$ cat src/rtl/vec_add_pipe.sv
// Two-stage pipelined SIMD add/subtract lane, carry chain cut at SEW element boundaries.
// Optional signed saturation is enabled by defining VEC_ADD_SAT_EN (adds port in_sat).
module vec_add_pipe #(
    parameter  int DATA_W  = 32,
    parameter  int CHUNK_W = 8,
    localparam int NCH     = DATA_W / CHUNK_W
) (
    input  logic              clk,
    input  logic              rst_n,
    input  logic              in_valid,
    output logic              in_ready,
    input  logic [DATA_W-1:0] in_a,
    input  logic [DATA_W-1:0] in_b,
    input  logic              in_sub,
    input  logic [1:0]        in_sew,
`ifdef VEC_ADD_SAT_EN
    input  logic              in_sat,
`endif
    output logic              out_valid,
    input  logic              out_ready,
    output logic [DATA_W-1:0] out_sum,
    output logic [NCH-1:0]    out_cout
);

    localparam int unsigned HALF = NCH / 2;
    localparam int unsigned HW   = DATA_W / 2;

    // Chunks per element; the reserved encoding behaves as 8-bit elements.
    function automatic int unsigned f_epc(input logic [1:0] sew);
        case (sew)
            2'b01:   return 2;
            2'b10:   return 4;
            default: return 1;
        endcase
    endfunction

    logic              r_init;
    logic              r_s1_valid;
    logic [HW-1:0]     r_s1_lo_sum;
    logic [HALF-1:0]   r_s1_lo_cout;
    logic [HW-1:0]     r_s1_a_hi;
    logic [HW-1:0]     r_s1_b_hi;
    logic              r_s1_sub;
    logic [1:0]        r_s1_sew;
    logic              r_s1_carry;
    logic              r_s2_valid;
    logic [DATA_W-1:0] r_s2_sum;
    logic [NCH-1:0]    r_s2_cout;

    logic [DATA_W-1:0] w_b_prep;
    logic [HW-1:0]     w_lo_sum;
    logic [HALF-1:0]   w_lo_cout;
    logic              w_lo_carry;
    logic [HW-1:0]     w_hi_sum;
    logic [HALF-1:0]   w_hi_cout;
    logic [DATA_W-1:0] w_sum;
    logic [NCH-1:0]    w_cout;
    logic [DATA_W-1:0] w_res;
    logic              w_s2_load;
    logic              w_in_xfer;

`ifdef VEC_ADD_SAT_EN
    logic              r_s1_sat;
    logic [HALF-1:0]   r_s1_lo_ovf;
    logic [HALF-1:0]   w_lo_ovf;
    logic [HALF-1:0]   w_hi_ovf;
    logic [NCH-1:0]    w_ovf;
`endif

    assign w_s2_load = r_s1_valid & (~r_s2_valid | out_ready);
    assign in_ready  = r_init & (~r_s1_valid | w_s2_load);
    assign w_in_xfer = in_valid & in_ready;

    // Lower half of the chunk chain, evaluated on the incoming operands.
    always_comb begin : s1_add
        logic              v_c;
        logic [CHUNK_W:0]  v_t;
        int unsigned       v_epc;
        w_b_prep  = in_sub ? ~in_b : in_b;
        v_epc     = f_epc(in_sew);
        v_c       = in_sub;
        v_t       = '0;
        w_lo_sum  = '0;
        w_lo_cout = '0;
`ifdef VEC_ADD_SAT_EN
        w_lo_ovf  = '0;
`endif
        for (int unsigned k = 0; k < HALF; k++) begin
            if ((k % v_epc) == 0) v_c = in_sub;
            v_t = {1'b0, in_a[k*CHUNK_W +: CHUNK_W]} + {1'b0, w_b_prep[k*CHUNK_W +: CHUNK_W]}
                + {{CHUNK_W{1'b0}}, v_c};
            w_lo_sum[k*CHUNK_W +: CHUNK_W] = v_t[CHUNK_W-1:0];
            w_lo_cout[k] = (((k + 1) % v_epc) == 0) ? v_t[CHUNK_W] : 1'b0;
`ifdef VEC_ADD_SAT_EN
            w_lo_ovf[k] = v_t[CHUNK_W] ^ in_a[k*CHUNK_W + CHUNK_W-1]
                        ^ w_b_prep[k*CHUNK_W + CHUNK_W-1] ^ v_t[CHUNK_W-1];
`endif
            v_c = v_t[CHUNK_W];
        end
        w_lo_carry = v_c;
    end

    // Upper half, continuing from the registered carry of the lower half.
    always_comb begin : s2_add
        logic              v_c;
        logic [CHUNK_W:0]  v_t;
        int unsigned       v_epc;
        int unsigned       v_j;
        v_epc     = f_epc(r_s1_sew);
        v_c       = r_s1_carry;
        v_t       = '0;
        v_j       = 0;
        w_hi_sum  = '0;
        w_hi_cout = '0;
`ifdef VEC_ADD_SAT_EN
        w_hi_ovf  = '0;
`endif
        for (int unsigned k = HALF; k < NCH; k++) begin
            v_j = k - HALF;
            if ((k % v_epc) == 0) v_c = r_s1_sub;
            v_t = {1'b0, r_s1_a_hi[v_j*CHUNK_W +: CHUNK_W]} + {1'b0, r_s1_b_hi[v_j*CHUNK_W +: CHUNK_W]}
                + {{CHUNK_W{1'b0}}, v_c};
            w_hi_sum[v_j*CHUNK_W +: CHUNK_W] = v_t[CHUNK_W-1:0];
            w_hi_cout[v_j] = (((k + 1) % v_epc) == 0) ? v_t[CHUNK_W] : 1'b0;
`ifdef VEC_ADD_SAT_EN
            w_hi_ovf[v_j] = v_t[CHUNK_W] ^ r_s1_a_hi[v_j*CHUNK_W + CHUNK_W-1]
                          ^ r_s1_b_hi[v_j*CHUNK_W + CHUNK_W-1] ^ v_t[CHUNK_W-1];
`endif
            v_c = v_t[CHUNK_W];
        end
    end

    assign w_sum  = {w_hi_sum, r_s1_lo_sum};
    assign w_cout = {w_hi_cout, r_s1_lo_cout};

`ifdef VEC_ADD_SAT_EN
    // Overflow is judged at each element's top chunk; every chunk of that element is replaced.
    always_comb begin : s2_sat
        int unsigned v_epc;
        int unsigned v_top;
        logic        v_msb;
        w_ovf = {w_hi_ovf, r_s1_lo_ovf};
        w_res = w_sum;
        v_epc = f_epc(r_s1_sew);
        v_top = 0;
        v_msb = 1'b0;
        for (int unsigned k = 0; k < NCH; k++) begin
            v_top = k | (v_epc - 1);
            v_msb = w_sum[v_top*CHUNK_W + CHUNK_W-1];
            if (r_s1_sat && w_ovf[v_top]) begin
                if (k == v_top)
                    w_res[k*CHUNK_W +: CHUNK_W] = v_msb ? {1'b0, {(CHUNK_W-1){1'b1}}}
                                                        : {1'b1, {(CHUNK_W-1){1'b0}}};
                else
                    w_res[k*CHUNK_W +: CHUNK_W] = {CHUNK_W{v_msb}};
            end
        end
    end
`else
    assign w_res = w_sum;
`endif

    always_ff @(posedge clk or negedge rst_n) begin
        if (!rst_n) begin
            r_init       <= 1'b0;
            r_s1_valid   <= 1'b0;
            r_s1_lo_sum  <= '0;
            r_s1_lo_cout <= '0;
            r_s1_a_hi    <= '0;
            r_s1_b_hi    <= '0;
            r_s1_sub     <= 1'b0;
            r_s1_sew     <= '0;
            r_s1_carry   <= 1'b0;
`ifdef VEC_ADD_SAT_EN
            r_s1_sat     <= 1'b0;
            r_s1_lo_ovf  <= '0;
`endif
            r_s2_valid   <= 1'b0;
            r_s2_sum     <= '0;
            r_s2_cout    <= '0;
        end else begin
            r_init <= 1'b1;
            if (w_in_xfer) begin
                r_s1_valid   <= 1'b1;
                r_s1_lo_sum  <= w_lo_sum;
                r_s1_lo_cout <= w_lo_cout;
                r_s1_a_hi    <= in_a[DATA_W-1:HW];
                r_s1_b_hi    <= w_b_prep[DATA_W-1:HW];
                r_s1_sub     <= in_sub;
                r_s1_sew     <= in_sew;
                r_s1_carry   <= w_lo_carry;
`ifdef VEC_ADD_SAT_EN
                r_s1_sat     <= in_sat;
                r_s1_lo_ovf  <= w_lo_ovf;
`endif
            end else if (w_s2_load) begin
                r_s1_valid <= 1'b0;
            end
            if (w_s2_load) begin
                r_s2_valid <= 1'b1;
                r_s2_sum   <= w_res;
                r_s2_cout  <= w_cout;
            end else if (out_ready) begin
                r_s2_valid <= 1'b0;
            end
        end
    end

    assign out_valid = r_s2_valid;
    assign out_sum   = r_s2_sum;
    assign out_cout  = r_s2_cout;

endmodule

$ cat config.mk
export PLATFORM = sky130hd
export DESIGN_NAME = vec_add_pipe
export DESIGN_NICKNAME = d
export VERILOG_FILES = /design/src/rtl/vec_add_pipe.sv
export SDC_FILE = /design/constraint.sdc
export NUM_CORES = 1
export LEC_CHECK = 0
export ABC_AREA = 1
export CORE_UTILIZATION = 55
export DETAILED_ROUTE_END_ITERATION = 6
export PLACE_DENSITY = 0.85
export SETUP_SLACK_MARGIN = 0.15
export SKIP_LAST_GASP = 1
export SLEW_MARGIN = 10
export SYNTH_ARGS = -nofsm -noshare
export SYNTH_HDL_FRONTEND = slang
export SYNTH_SLANG_ARGS = --single-unit
$ cat constraint.sdc
create_clock -name clk -period 6.3 [get_ports clk]
set_input_delay 1.26 -clock clk [delete_from_list [all_inputs] [get_ports clk]]
set_output_delay 1.26 -clock clk [all_outputs]
set_load 0.05 [all_outputs]
==> results.toml, run 1 <==
[pwr]
ir_worst_vdd_mv = 0.232
p_leak_nw = 3.31
power_density_nw_per_um2 = 349
p_total_w = 0.00228

[place]
dp_hpwl_mm = 8.67
port_buffers = 108
place.gp.congestion = 1.03
dp.cells = 836

[detailed_routing]
route.final.wire_length_mm = 12.0
wl_per_cell_microns = 14.1
vias = 4398
routed_via_density = 5.16
drt_pre_antenna_iters = 7
ant_nets = 0
drt_iter0_drc = 172
drc = 29

[floorplan]
num_io_pins = 109
core_sq_um = 9240
die_height_microns = 99.9
start_util_pct = 57.0
die_area_sq_um = 9980
fp.dieW_microns = 99.9
num_rows = 35

[layout]
num_antenna_cells = 0
fin_nets = 827
areaGrowthSynthToFinish_pct = 24.0
multiInputGateArea_sq_um = 2600
final_cells = 852
fillers = 741
register_area_sq_um = 2330
drive_gt1_share_pct = 7.75

[cts]
cts_setup_buffers = 0
clk_pin_slew_ns = 0.09
cts_hold_buffers = 0
cts_resized = 0
clock_path_buffers = 2
cts_tree = "done"
root_buffer = "clkbuf_8"
clock_latency_ns = 0.36
htreeDepth = 3
cts.sinks = 93
numCtsBuffers = 9

[global_routing]
grtUsageMet1_pct = 33.2
grt_max_degree = 75
grt_pass1_vias = 4458
grtUsageMet3_pct = 4.32
grtUsageMet2_pct = 44.4
grt_pass1_wl_mm = 20.5
grt_usage_pct = 26.3
grt_most_used_layer = "met2"
grt-ovfl-total = 0
antenna_found_initial = 0

[timing]
hold_viol_final = 0
fin_crit_sh_pct = 64.4
finalClockSkew_ns = 0.0152
rsz0062_at_grt = "no"
finalCriticalPeriod_ns = 4.05
worst_slew_pin_slew_ns = 0.937
tns_ns = 0
max_freq_mhz = 247
slew_violations = 0
setup_viol = 0
slew_headroom_pct = 37.5

[critical_path]
reg2reg_slack_ns = 2.44
worst_setup_path_end_kind = "flip-flop"
start_kind = "input pin"
cp_max_fo = 4
arrival_ns = 4.26
required_ns = 6.51
path_class = "in -> reg"

[outcome]
violations = "design-rule violations"
status = "complete, but fails checks"

[synthesis]
synth_area_sq_um = 5270
ys_types = 27
ys.warnings.count = 0
synth_nets = 727
syn_avg_cell_area_sq_um = 8.53
synth.ff_latch_count = 93
ys_seq_area_share_pct = 44.2
syn_inst = 618

[run]
cap_violations = 0

[hold_path]
hold_class = "reg -> reg"
## cell families after synthesis
group | count (synthesis) | synth area share (%)
and+or+nand+nor | 307 | 23.7
DFF | 93 | 44.2
AOI/OAI and AO/OA | 74 | 8.86
buffers and inverters | 65 | 6.58
xor gates and xnor gates | 40 | 6.65
adders and majority gates | 38 | 10.0
other | 1 | 0.0712
## report_power, final
group,internal [W],switching [W]
clock network,0.000160,0.000221
registers,0.000750,0.0000973
logic,0.000383,0.000667
total,0.00129,0.000985
## path summary, 6_finish.rpt
path                        startpoint             end  cells past startpoint
max                            in_b[3]      r_s1_carry                     19
max reg2reg                r_s1_sew[0]     out_cout[3]                     22
min                        out_sum[29]     out_sum[29]                      2
min in group asynchronous        rst_n     out_sum[31]                      1
max in group asynchronous        rst_n  r_s1_lo_sum[8]                      2
min reg2reg                out_sum[29]     out_sum[29]                      2
## worst max-delay path, stage by stage
cell	delay, ns
clkdlybuf4s50_1	0.47
xor2_1	0.15
ha_1	0.30
a21oi_1	0.23
o21ai_2	0.10
nand2_1	0.09
nand2_1	0.06
nand2_1	0.06
nand2_1	0.07
nand2_1	0.06
nand2_1	0.06
fa_1	0.40
fa_1	0.42
nand3_1	0.09
nand2_1	0.10
nand2_1	0.07
nand3_1	0.09
nand2_1	0.09
o21ai_1	0.09
## state kept, by name, indices dropped and copies added (netlist names)
register,count
r_s1_sub,1
r_init,1
r_s1_carry,1
out_sum,32
r_s1_lo_sum,16
r_s1_lo_cout,2
r_s1_valid,1
r_s1_a_hi,16
out_cout,4
out_valid,1
r_s1_sew,2
r_s1_b_hi,16
## cells in the mapped netlist
cell type	count	area share [%]
nand2_4	1	0.21
o21ai_1	9	0.85
xnor2_1	25	4.2
or2_2	1	0.12
nand2_1	251	18
clkbuf_4	1	0.14
buf_8	1	0.28
dfrtp_1	93	44
fa_1	7	2.7
buf_2	7	0.66
conb_1	1	0.071
inv_1	40	2.8
a21o_1	4	0.57
buf_4	5	0.71
or2_1	1	0.12
ha_1	31	7.4
nand3b_1	8	1.1
buf_6	8	1.7
a21oi_1	22	2.1
nand3_2	1	0.19
o21ai_0	16	1.5
xor2_1	15	2.5
nand3_1	27	2.6
o21ai_2	23	3.8
nand2_2	5	0.59
nor2_1	12	0.85
inv_2	3	0.21
## per-layer routing
metal / part of all wire, % / vias to the layer above / wire, microns
met4: 3.1 / 0 / 366
met2: 50 / 178 / 5950
met1: 41 / 2038 / 4930
li1: - / 2145 / -
met5: 0 / - / 0
met3: 6.1 / 37 / 733
## cell type report
| class | instances | area share (%) |
|---|---|---|
| Tap cell | 129 | 2.47 |
| Timing Repair Buffer | 111 | 16.8 |
| Multi-Input combinational cell | 460 | 39.8 |
| Clock buffer | 10 | 2.11 |
| Inverter | 43 | 2.47 |
| Clock inverter | 6 | 0.823 |
| Sequential cell | 93 | 35.6 |
## stage by stage
| step | setup WS, ns | util (%) | hold WS [ns] | area [sq um] |
|---|---|---|---|---|
| floorplan | 2.29 | - | 0.442 | 5270 |
| global placement | 2.04 | 68.7 | 0.458 | 6340 |
| detailed placement | 1.91 | 68.7 | 0.464 | 6340 |
| CTS | 2.28 | 70.7 | 0.487 | 6540 |
| global route | 2.01 | 70.7 | 0.499 | 6540 |
| finish | 2.25 | 70.7 | 0.483 | 6540 |
## layout by cell type, fill, tap and decap left out, types with 7 or more instances in the layout
cell type and n:
xor2_1 15, clkbuf_8 10, o21ai_0 16, nand3_1 27
o21ai_1 9, nor2_1 12, clkdlybuf4s50_1 106, a21oi_1 22
xnor2_1 25, dfrtp_1 93, inv_1 40, fa_1 7
nand3b_1 8, nand2_1 250, o21ai_2 23, ha_1 31
No activity file was read; power rests on OpenSTA's default activity.
==> inputs of run 2 (changes only) <==
CORE_UTILIZATION = 52   (was 55)
PLACE_DENSITY = 0.81   (was 0.85)
clock period = 4.2 ns   (was 6.3 ns; I/O delays follow)
==> results.toml, run 2 (synthesis gave the netlist of run 1 again) <==
[detailed_routing]
route.final.wire_length_mm = 12.6
drc = 0
routed_via_density = 5.14
vias = 4410
drt_pre_antenna_iters = 5
ant_nets = 0
drt_iter0_drc = 237
wl_per_cell_microns = 14.7

[pwr]
pwr-share-clk_pct = 16.2
pwr-share-comb_pct = 46.4
p_switching_w = 0.00149
intPower_w = 0.00192
power_density_nw_per_um2 = 523
ir_worst_vdd_mv = 0.434
seqPwrFrac_pct = 37.4
netSwitchingFraction_pct = 43.7
p_leak_nw = 3.31

[cts]
htreeDepth = 3
cts_setup_buffers = 0
root_buffer = "clkbuf_8"
clock_latency_ns = 0.36
cts_tree = "done"
cts.sinks = 93
clock_path_buffers = 2
clk_pin_slew_ns = 0.11
numCtsBuffers = 9

[timing]
tns_ns = 0
finalCriticalPeriod_ns = 3.78
hold_viol_final = 0
fin_crit_sh_pct = 90.0
slew_headroom_pct = 38.9
rsz0062_at_grt = "no"
slew_violations = 0
finalClockSkew_ns = 0.0164
setup_viol = 0
max_freq_mhz = 264
worst_slew_pin_slew_ns = 0.917

[layout]
fin_nets = 828
final_cells = 858
drive_gt1_share_pct = 7.87
layout_common_cells = "nand2_1 (250), clkdlybuf4s50_1 (106), dfrtp_1 (93)"
areaGrowthSynthToFinish_pct = 24.0
largest_reg_flops = 32
mostFrequentLayoutCell = "nand2_1"

[global_routing]
grt_pass1_wl_mm = 20.6
grt_usage_pct = 25.6
grt_pass1_vias = 4496
grt_max_degree = 74
antenna_found_initial = 1
grt-ovfl-total = 0

[critical_path]
cpMostUsedCell = "nand2_1"
required_ns = 4.46
crit_path_top_delay_cell = "fa_1"
arrival_ns = 4.04
critical_path.top_delay_family = "adder cells"
path_class = "reg -> reg"
start_kind = "flip-flop"
reg2reg_slack_ns = 0.42
path_cells = "inv_1 -> ha_1 -> nor2_1 -> a21oi_1 -> fa_2 -> fa_1 -> nand3_1 -> nand2_1 -> nand2_1 -> nand2_1 -> nand2_1 -> nand2_1 -> nand2_1 -> nand2_1 -> fa_1 -> fa_1 -> nand3_1 -> nand2_1 -> nand3_1 -> nor2_1 -> o21ai_0 -> nand2_1"
critPathBufInv = 1
worst_setup_path_end_kind = "flip-flop"
cp_max_fo = 3
cp_slowest_stage_delay_ns = 0.42

[outcome]
status = "completed"

[place]
place.gp.congestion = 0.940
port_buffers = 108
dp.cells = 841
dp_hpwl_mm = 9.06

[floorplan]
start_util_pct = 53.7
core_sq_um = 9820
num_rows = 36
die_height_microns = 103
fp.dieW_microns = 103
die_area_sq_um = 10500
num_io_pins = 109

[run]
cap_violations = 0

[hold_path]
hold_class = "reg -> reg"
run 2: changes by cell type in the layout (fill, tap and decap cells not counted), sizes merged:
cell      before  now
clkinvlp       3    1
clkinv         1    2
diode          0    1
inv           45   46
buf            5    6
run 2: power groups by stage:
| stage | Clock [W] | Combinational (W) | Sequential [W] |
|---|---|---|---|
| after floorplan | 0 | 0.000602 | 0.00173 |
| after detailed placement | 0 | 0.00158 | 0.00129 |
| after global routing | 0.000594 | 0.00172 | 0.00130 |
| final | 0.000553 | 0.00158 | 0.00128 |
| after CTS | 0.000562 | 0.00159 | 0.00128 |
| after global placement | 0 | 0.00154 | 0.00128 |
run 2: worst paths after layout:
kind                       cells past startpoint            end       startpoint
max                                           22    out_cout[3]      r_s1_sew[0]
min                                            2    out_cout[1]  r_s1_lo_cout[1]
max reg2reg                                   22    out_cout[3]      r_s1_sew[0]
min reg2reg                                    2    out_cout[1]  r_s1_lo_cout[1]
max in group asynchronous                      2   r_s1_a_hi[0]            rst_n
min in group asynchronous                      1  r_s1_a_hi[14]            rst_n
run 2: timing repair:
action	in CTS	in global routing
endpoints found under the setup margin	0	2
resized for setup	0	1
hold buffers	0	0
run 2: final cells by class:
class	instances	area, sq um
multi-input combinational	460	2600
inverter	43	161
clock inverter	6	43.8
fill	862	3290
timing repair buffer	112	1100
sequential	93	2330
clock buffer	10	128
tap	133	166
antenna	1	2.50
run 2: stage by stage:
| step | util [%] | setup WS (ns) | instance area [sq um] | hold slack, ns | total power (W) |
|---|---|---|---|---|---|
| 2_1_floorplan | - | 0.608 | 5270 | 0.442 | 0.00234 |
| 3_3_place_gp | 64.7 | 0.362 | 6360 | 0.457 | 0.00282 |
| 3_5_place_dp | 64.7 | 0.306 | 6360 | 0.467 | 0.00287 |
| 4_1_cts | 66.5 | 0.368 | 6530 | 0.483 | 0.00342 |
| 5_1_grt | 66.5 | 0.198 | 6530 | 0.499 | 0.00361 |
| 6_report | 66.5 | 0.418 | 6530 | 0.486 | 0.00341 |
run 2: metal layers:
metal	track usage, %	part of all wire [%]	vias to the layer above
met4	9.12	2.0	0
met3	5.08	6.0	24
met5	0	0	-
met1	32.3	43	2068
li1	-	-	2144
met2	43.7	49	174
run 2: worst register-to-register path: cells and delay by family (launching register included):
family | cells | cell delay, ns
buf+inv | 1 | 0.05
fa+ha+maj | 5 | 1.85
compound gates | 2 | 0.21
flops | 1 | 0.39
simple gates | 14 | 1.18
